`src/rtl/ex_stage_pipe.sv`:
```
// Registered execute stage: operand forwarding, ALU with control decode, branch-target
// adder, an iterative shift-add multiplier, and an EX/MEM output register with valid/ready.
module ex_stage_pipe #(
  parameter int unsigned DATA_W  = 64,
  parameter int unsigned MUL_BPC = 1
) (
  input  logic              clk,
  input  logic              rst_n,
  input  logic              in_valid,
  output logic              in_ready,
  input  logic [DATA_W-1:0] rd_data1,
  input  logic [DATA_W-1:0] rd_data2,
  input  logic [DATA_W-1:0] pc,
  input  logic [DATA_W-1:0] imm,
  input  logic [10:0]       opcode,
  input  logic              alu_src,
  input  logic [1:0]        alu_op,
  input  logic [1:0]        fwd_sel_a,
  input  logic [1:0]        fwd_sel_b,
  input  logic [DATA_W-1:0] fwd_mem_data,
  input  logic [DATA_W-1:0] fwd_wb_data,
  input  logic              flush,
  output logic              out_valid,
  input  logic              out_ready,
  output logic [DATA_W-1:0] out_alu_result,
  output logic              out_zero,
  output logic [DATA_W-1:0] out_branch_target,
  output logic [DATA_W-1:0] out_store_data,
  output logic              busy
);

  localparam int unsigned MUL_ITERS = DATA_W / MUL_BPC;
  localparam int unsigned CNT_W     = $clog2(MUL_ITERS + 1);

  localparam logic [10:0] OPC_ADD = 11'b10001011000;
  localparam logic [10:0] OPC_SUB = 11'b11001011000;
  localparam logic [10:0] OPC_AND = 11'b10001010000;
  localparam logic [10:0] OPC_ORR = 11'b10101010000;
  localparam logic [10:0] OPC_MUL = 11'b10011011000;

  typedef enum logic [2:0] {
    ALU_ADD,
    ALU_SUB,
    ALU_AND,
    ALU_ORR,
    ALU_PASSB,
    ALU_MUL
  } alu_fn_e;

  logic [DATA_W-1:0] w_op_a;
  logic [DATA_W-1:0] w_op_b;
  logic [DATA_W-1:0] w_alu_b;
  logic [DATA_W-1:0] w_alu_res;
  logic [DATA_W-1:0] w_branch_target;
  logic [DATA_W-1:0] w_pp;
  alu_fn_e           w_alu_fn;
  logic              w_is_mul;
  logic              w_accept;
  logic              w_out_free;
  logic              w_mul_done;
  logic              w_mul_step;
  logic              w_mul_load;

  logic              r_out_valid;
  logic [DATA_W-1:0] r_out_result;
  logic              r_out_zero;
  logic [DATA_W-1:0] r_out_bt;
  logic [DATA_W-1:0] r_out_sd;

  logic              r_busy;
  logic [CNT_W-1:0]  r_mul_cnt;
  logic [DATA_W-1:0] r_mcand;
  logic [DATA_W-1:0] r_mplier;
  logic [DATA_W-1:0] r_acc;
  logic [DATA_W-1:0] r_mul_bt;
  logic [DATA_W-1:0] r_mul_sd;

  // Operand forwarding
  always_comb begin
    case (fwd_sel_a)
      2'b01:   w_op_a = fwd_mem_data;
      2'b10:   w_op_a = fwd_wb_data;
      default: w_op_a = rd_data1;
    endcase
    case (fwd_sel_b)
      2'b01:   w_op_b = fwd_mem_data;
      2'b10:   w_op_b = fwd_wb_data;
      default: w_op_b = rd_data2;
    endcase
  end

  assign w_alu_b = alu_src ? imm : w_op_b;

  // ALU control decode
  always_comb begin
    w_alu_fn = ALU_ADD;
    case (alu_op)
      2'b01: w_alu_fn = ALU_PASSB;
      2'b10: begin
        case (opcode)
          OPC_ADD: w_alu_fn = ALU_ADD;
          OPC_SUB: w_alu_fn = ALU_SUB;
          OPC_AND: w_alu_fn = ALU_AND;
          OPC_ORR: w_alu_fn = ALU_ORR;
          OPC_MUL: w_alu_fn = ALU_MUL;
          default: w_alu_fn = ALU_ADD;
        endcase
      end
      default: w_alu_fn = ALU_ADD;
    endcase
  end

  assign w_is_mul = (w_alu_fn == ALU_MUL);

  // Single-cycle ALU; MUL goes through the iterative datapath instead
  always_comb begin
    case (w_alu_fn)
      ALU_SUB:   w_alu_res = w_op_a - w_alu_b;
      ALU_AND:   w_alu_res = w_op_a & w_alu_b;
      ALU_ORR:   w_alu_res = w_op_a | w_alu_b;
      ALU_PASSB: w_alu_res = w_alu_b;
      default:   w_alu_res = w_op_a + w_alu_b;
    endcase
  end

  assign w_branch_target = pc + (imm << 2);

  assign in_ready   = rst_n & ~flush & ~r_busy & (~r_out_valid | out_ready);
  assign w_accept   = in_valid & in_ready;
  assign w_out_free = ~r_out_valid | out_ready;
  assign w_mul_done = r_busy & (r_mul_cnt == CNT_W'(MUL_ITERS));
  assign w_mul_step = r_busy & ~w_mul_done;
  assign w_mul_load = w_mul_done & w_out_free & ~flush;

  // Partial product for the MUL_BPC low multiplier bits of this iteration
  always_comb begin
    w_pp = '0;
    for (int unsigned j = 0; j < MUL_BPC; j++) begin
      if (r_mplier[j]) w_pp = w_pp + (r_mcand << j);
    end
  end

  always_ff @(posedge clk or negedge rst_n) begin
    if (!rst_n) begin
      r_busy    <= 1'b0;
      r_mul_cnt <= '0;
      r_mcand   <= '0;
      r_mplier  <= '0;
      r_acc     <= '0;
      r_mul_bt  <= '0;
      r_mul_sd  <= '0;
    end else if (flush) begin
      r_busy    <= 1'b0;
      r_mul_cnt <= '0;
    end else if (w_accept && w_is_mul) begin
      r_busy    <= 1'b1;
      r_mul_cnt <= '0;
      r_mcand   <= w_op_a;
      r_mplier  <= w_alu_b;
      r_acc     <= '0;
      r_mul_bt  <= w_branch_target;
      r_mul_sd  <= w_op_b;
    end else if (w_mul_step) begin
      r_acc     <= r_acc + w_pp;
      r_mcand   <= r_mcand << MUL_BPC;
      r_mplier  <= r_mplier >> MUL_BPC;
      r_mul_cnt <= r_mul_cnt + CNT_W'(1);
    end else if (w_mul_load) begin
      r_busy    <= 1'b0;
      r_mul_cnt <= '0;
    end
  end

  // EX/MEM output register; data holds whenever nothing new is loaded
  always_ff @(posedge clk or negedge rst_n) begin
    if (!rst_n) begin
      r_out_valid  <= 1'b0;
      r_out_result <= '0;
      r_out_zero   <= 1'b0;
      r_out_bt     <= '0;
      r_out_sd     <= '0;
    end else if (flush) begin
      r_out_valid  <= 1'b0;
    end else if (w_accept && !w_is_mul) begin
      r_out_valid  <= 1'b1;
      r_out_result <= w_alu_res;
      r_out_zero   <= (w_alu_res == '0);
      r_out_bt     <= w_branch_target;
      r_out_sd     <= w_op_b;
    end else if (w_mul_load) begin
      r_out_valid  <= 1'b1;
      r_out_result <= r_acc;
      r_out_zero   <= (r_acc == '0);
      r_out_bt     <= r_mul_bt;
      r_out_sd     <= r_mul_sd;
    end else if (out_ready) begin
      r_out_valid  <= 1'b0;
    end
  end

  assign out_valid         = r_out_valid;
  assign out_alu_result    = r_out_result;
  assign out_zero          = r_out_zero;
  assign out_branch_target = r_out_bt;
  assign out_store_data    = r_out_sd;
  assign busy              = r_busy;

endmodule

```
`config.mk`:
```
export PLATFORM = sky130hd
export DESIGN_NAME = ex_stage_pipe
export DESIGN_NICKNAME = d
export VERILOG_FILES = /design/src/rtl/ex_stage_pipe.sv
export SDC_FILE = /design/constraint.sdc
export NUM_CORES = 2
export LEC_CHECK = 0
export BUFFER_PORTS_ARGS = -buffer_cell sky130_fd_sc_hd__buf_4
export CAP_MARGIN = 15
export CORE_MARGIN = 10
export CORE_UTILIZATION = 42
export DETAILED_ROUTE_END_ITERATION = 8
export PLACE_DENSITY = 0.62
export REMOVE_ABC_BUFFERS = 1
export SYNTH_ARGS = -nofsm -noshare
export SYNTH_HDL_FRONTEND = slang
export SYNTH_SLANG_ARGS = --single-unit
```
`constraint.sdc`:
```
create_clock -name clk -period 8.6 [get_ports clk]
set_input_delay 0.43 -clock clk [delete_from_list [all_inputs] [get_ports clk]]
set_output_delay 0.43 -clock clk [all_outputs]
set_load 0.1 [all_outputs]
```
[Word-level counts from Yosys, hierarchy flattened]
Index checks and enable logic that the tools add are counted.
Word-level totals
  register bits after elaboration: 522
  output and inout port bits: 196
Cells by class
  add/subtract/negate cells: 5
  equal/unequal tests: 17
  mux-type cells: 33
  bitwise operators: 15
  reductions and logical operators: 14
Operators by type and width (count)
  $mux W64: 14
  $pmux W64 S2: 2
  $pmux W64 S4: 1
  $add A64 B64 Y64: 3
  $logic_not A64 Y1: 2
  $and A64 B64 Y64: 1
  $or A64 B64 Y64: 1
  $sub A64 B64 Y64: 1
  $eq A11 B11 Y1 const B: 4
  $mux W7: 4
  $pmux W3 S4: 1
  $mux W1: 10
  $and A1 B1 Y1: 8
  $reduce_and A2 Y1: 4
  $reduce_bool A4 Y1: 2
  $add A7 B1 Y7 const B: 1
  $eq A7 B7 Y1 const B: 1
  $eq A2 B1 Y1 const B: 3
  $eq A2 B2 Y1 const B: 3
  $eq A3 B2 Y1 const B: 2
  $eq A3 B3 Y1 const B: 2
  $pmux W3 S2: 1
  $not A1 Y1: 4
  $reduce_bool A2 Y1: 2
  other kinds (6): 7

[Logic depth before layout (Yosys ltp)]
  word-level depth: 8
  depth in mapped cells: 33
  depth with buffers taken out: 28

[Worst setup path before layout]
Ideal clock, no wire load.
  kind: register -> register
  start: register r_out_valid, in the netlist out_valid
  end: register r_out_zero, in the netlist out_zero
  arrival: 6.732 ns
  required time: 8.524 ns
  setup slack: 1.791 ns
  cell stages (with the launch flop): 14
  path buffers: 0
  clock period less this slack: 6.809 ns
  cell sequence: dfrtp_1 -> nor2b_1 -> nor4b_1 -> nand2_1 -> a221oi_1 -> nand2_1 -> nor3_1 -> nand4_1 -> nor4_1 -> nand4_1 -> or4_1 -> nor4_1 -> nand4_1 -> o21ai_1
Between the ends
  word-level cells in the longest chain between the ends: 7
RTL lines
  start: declaration: RTL line 64  | logic r_out_valid;
  start signal: assignment: RTL line 177  | r_out_valid <= 1'b0;
  start signal: assignment: RTL line 183  | r_out_valid <= 1'b0;
  start signal: assignment: RTL line 185  | r_out_valid <= 1'b1;
  $not A1 Y1 (*): RTL line 128  | assign in_ready = rst_n & ~flush & ~r_busy & (~r_out_valid | out_ready);
  $or A1 B1 Y1 (*): RTL line 128
  $and A1 B1 Y1 (*): RTL line 128
  via in_ready: RTL line 10  | output logic in_ready,
  $and A1 B1 Y1 (*): RTL line 129  | assign w_accept = in_valid & in_ready;
  $logic_and A1 B1 Y1 (*): RTL line 184  | end else if (w_accept && !w_is_mul) begin
  $reduce_bool A2 Y1 (no source line)
  $reduce_and A2 Y1 (no source line)
  end signal: assignment: RTL line 187  | r_out_zero <= (w_alu_res == '0);
  end signal: assignment: RTL line 193  | r_out_zero <= (r_acc == '0);
  end: declaration: RTL line 66  | logic r_out_zero;
The timed path passes the listed nets; every way through them passes the cells marked *.
A chain may end at the register's enable or synchronous reset.

[Worst setup path in the final report]
  start: input port fwd_sel_b[0]
  end: register r_out_zero, in the netlist out_zero
Between the ends
  word-level cells in the longest chain between the ends: 7
RTL lines
  start: declaration: RTL line 19  | input logic [1:0] fwd_sel_b,
  $eq A2 B2 Y1 / $eq A2 B1 Y1 (equally long branches): RTL line 85  | case (fwd_sel_b)
  $pmux W64 S2 (*): RTL line 85
  $mux W64 (*): RTL line 92  | assign w_alu_b = alu_src ? imm : w_op_b;
  $add A64 B64 Y64, or another cell as far along: RTL line 122  | default: w_alu_res = w_op_a + w_alu_b;
  $pmux W64 S4 (*): RTL line 117  | case (w_alu_fn)
  $logic_not A64 Y1 (*): RTL line 187
  $mux W1 (*): RTL line 184
Mark *: on every way between the ends. The rest lies on a longest branch, timed or not.

==> results.md <==
- Outcome: finished, final reports clean
- Power Dens Cells: 202.4 nW/µm²
- Clock Pin Slew Worst Setup and Hold Paths: 0.06 ns
- Share of cells above drive strength 1: 15.91%
- Synth async-reset ratio: 100.0%
- Cell variety after synth: 99
- All-Layer GR Usage: 30.69%
- Final setup vio count: 0
- CP arrival: 8.13 ns
- Most used routing layer: met2
- Worst setup SP type: input pin
- Peak VDD IR: 216.7 µV
- Crit path max fanout: 39
- Detail Placement HPWL: 128.9 mm
- Worst Hold Margin: 0.09237 ns
- 1st-pass router iterations: 6
- Worst slew pin tran: 1.222 ns
- Ys flop type: dfrtp_1
- Placer Congestion: 0.9650
- Via count: 40018
- Ranking of synthesized cells by area: dfrtp_1 (34%), nand2_1 (9.0%), ha_1 (6.8%), o21ai_0 (5.1%), a21oi_1 (4.9%)
- Initial antenna violation count: 19
- Leak Pwr: 0.02210 µW
- Total gr overflow: 0
- Max Slew Vio Count: 0
- Starting Density: 42.41%
- Hold Path Class: in -> reg
- Most common cell after layout, fill and taps aside: nand2_1
- CTS tree: done
- Syn Inst Count: 4933
- Dominant cell type by area after synthesis: dfrtp_1
- Slew headroom: 17.76%
- Setup_tns: 0 ns
- I/O pin count: 603
- Wire per inst: 25.40 µm
- DIE AREA: 105400 µm²
- Reg-to-reg critical path endpoint: r_acc[60]
- R2R depth: 21
- RSZ-0062 raised after global routing: no
- Vias in the first global route: 39286
- Synth warn: 0
- Sequential area share after synthesis: 33.50%
- Met2 Track Usage GR: 51.19%
- Std-Cell Rows: 111
- Vias per Instance: 6.000
- Pin count of the biggest net entering global routing: 185
- Period minus WS final: 7.584 ns
- Layout area overhead: 20.02%
- R2r startpoint: r_mplier[0]
- Final core utilization: 50.90%
- Die span in y: 324.7 µm
- Die span in x: 324.7 µm
- Fin crit share: 88.18%
- Hold Path Origin: out_ready
- CTS root buf: clkbuf_16
- Core footprint: 91940 µm²
- M3 GR Usage: 5.586%
- Top-area cell type share of the netlist area: 33.50%
- Area of the mapped netlist: 38990 µm²
- Reg2Reg Setup Slack: 3.67 ns
- WL final: 169.4 mm
- Met1 usage: 37.94%
- Critical path required time: 9.15 ns
- Clk buf depth: 3
- Global-route wire length before repair: 251.5 mm
- Fin nets: 5985
- Syn_area_per_cell: 7.904 µm²
- Residual DRC: 0
- Min-Delay Path Depth: 3
- Total Power: 9474 µW
- Clock Latency Late Sink: 0.64 ns
- Buffers on Ports: 602
- CTS sink count: 522
- Antenna Nets Post-Route: 0
- Max_cap viols: 0
- WHS Endpoint: out_valid
- Post-Route Skew: 0.02440 ns
- Cts bufs inserted: 67
- Post-synth EDFFs: 0
- Final Hold Violating Endpoints: 0
- Critical path endpoint category: register
- #FFs+latches synth: 522
- Htree depth: 3
- Setup bufs post-CTS: 0
- Maximum clock rate: 0.1319 GHz
- Kind of critical path: in -> reg
- Iteration-0 DRC Markers: 3676
- Most used cells in the layout excluding fill and tap cells: nand2_1 (934), buf_4 (668), dfrtp_1 (522), nor2_1 (439), o21ai_0 (397)
==> flip-flops by register name, indices dropped and copies added, names as in the netlist <==
signal and count:
r_mul_sd 64, r_mul_cnt 7, busy 1, out_branch_target 64, r_mplier 64, out_store_data 64, r_mul_bt 64, r_acc 64
r_mcand 64, out_zero 1, out_alu_result 64, out_valid 1
==> repair_timing <==
item / 4_1_cts / 5_1_grt
hold buffers: 3 / 0
hold endpoints to repair: 66 / 0
gates resized for setup: 0 / 0
==> per-layer routing <==
| layer | wire length (µm) | vias up |
|---|---|---|
| li1 | - | 18600 |
| met1 | 68670 | 19311 |
| met2 | 80360 | 1719 |
| met3 | 12000 | 382 |
| met4 | 8321 | 6 |
| met5 | 41 | - |
==> stage by stage <==
stage / worst slack [ns] / instance area (µm²) / std cells
after floorplan: -14.45 / 37650 / 4614
after global placement: 0.6999 / 44500 / 6533
after detailed placement: 0.5673 / 44500 / 6533
after CTS: 1.182 / 46760 / 6655
after global routing: 0.4516 / 46790 / 6669
final: 1.016 / 46800 / 6670
==> area by class of cell <==
type | count | area [µm²]
repair buffers | 679 | 5200
inverters | 93 | 349.1
clock inverters | 29 | 344.1
well taps | 1243 | 1555
clock buffers | 90 | 1886
diodes | 15 | 37.54
multi-input cells | 3999 | 24360
fillers | 9106 | 45140
flip-flops and latches | 522 | 13060
==> logic make-up after synthesis <==
| logic type | count (synthesis) | share of synthesized area [%] |
|---|---|---|
| xor+xnor | 231 | 5.189 |
| flops | 522 | 33.50 |
| simple gates | 1829 | 20.62 |
| buf+inv | 412 | 4.329 |
| mux | 33 | 0.8665 |
| compound gates | 1643 | 27.28 |
| fa+ha+maj | 263 | 8.212 |
==> worst max-delay path, cell delays in order <==
cell and delay, ns:
buf_4 0.10, inv_1 0.06, ha_4 0.58, nor3b_1 0.45, o22ai_1 0.16, a2111oi_2 0.62
nand3_1 0.21, or3_1 0.47, nand2b_1 0.24, nor3_2 0.38, and2_1 0.39, nor2_1 0.09
xnor2_1 0.16, ha_1 0.44, a211oi_1 0.27, o21bai_1 0.12, a211oi_1 0.29, o31ai_1 0.15
a31oi_1 0.27, o21bai_1 0.09, a41oi_1 0.20, xor2_1 0.15, o21ai_0 0.12, or4_1 0.56
or4_1 0.47, nor4_1 0.33, nand4_1 0.13, o21ai_1 0.14
==> report_power, final <==
part           leakage (µW)  switching, µW  internal (µW)
clock network       0.00110           1200           1730
logic                0.0141           2750           1040
registers           0.00689            125           2630
==> how the worst max path moves through the flow <==
stage / startpoint / end / slack [ns] / cells after the start
after floorplan: out_valid / r_acc[10] / -14.45 / 6
after global placement: fwd_sel_b[0] / out_zero / 0.70 / 28
after detailed placement: fwd_sel_b[0] / out_zero / 0.57 / 28
after CTS: fwd_sel_b[0] / out_zero / 1.18 / 28
after global routing: fwd_sel_b[0] / out_zero / 0.45 / 28
final: fwd_sel_b[0] / out_zero / 1.02 / 28
==> synthesized netlist by cell type, types with 74 or more instances <==
master    count
a21o_1      137
a21oi_1     381
a221o_1     106
a22oi_1     141
a31oi_1     118
and2_1       76
clkbuf_1    241
dfrtp_1     522
ha_1        213
inv_1        92
nand2_1     935
nand3_1      74
nor2_1      442
o21ai_0     399
xnor2_1     144
xor2_1       87
(Power assumes the default switching activity.)
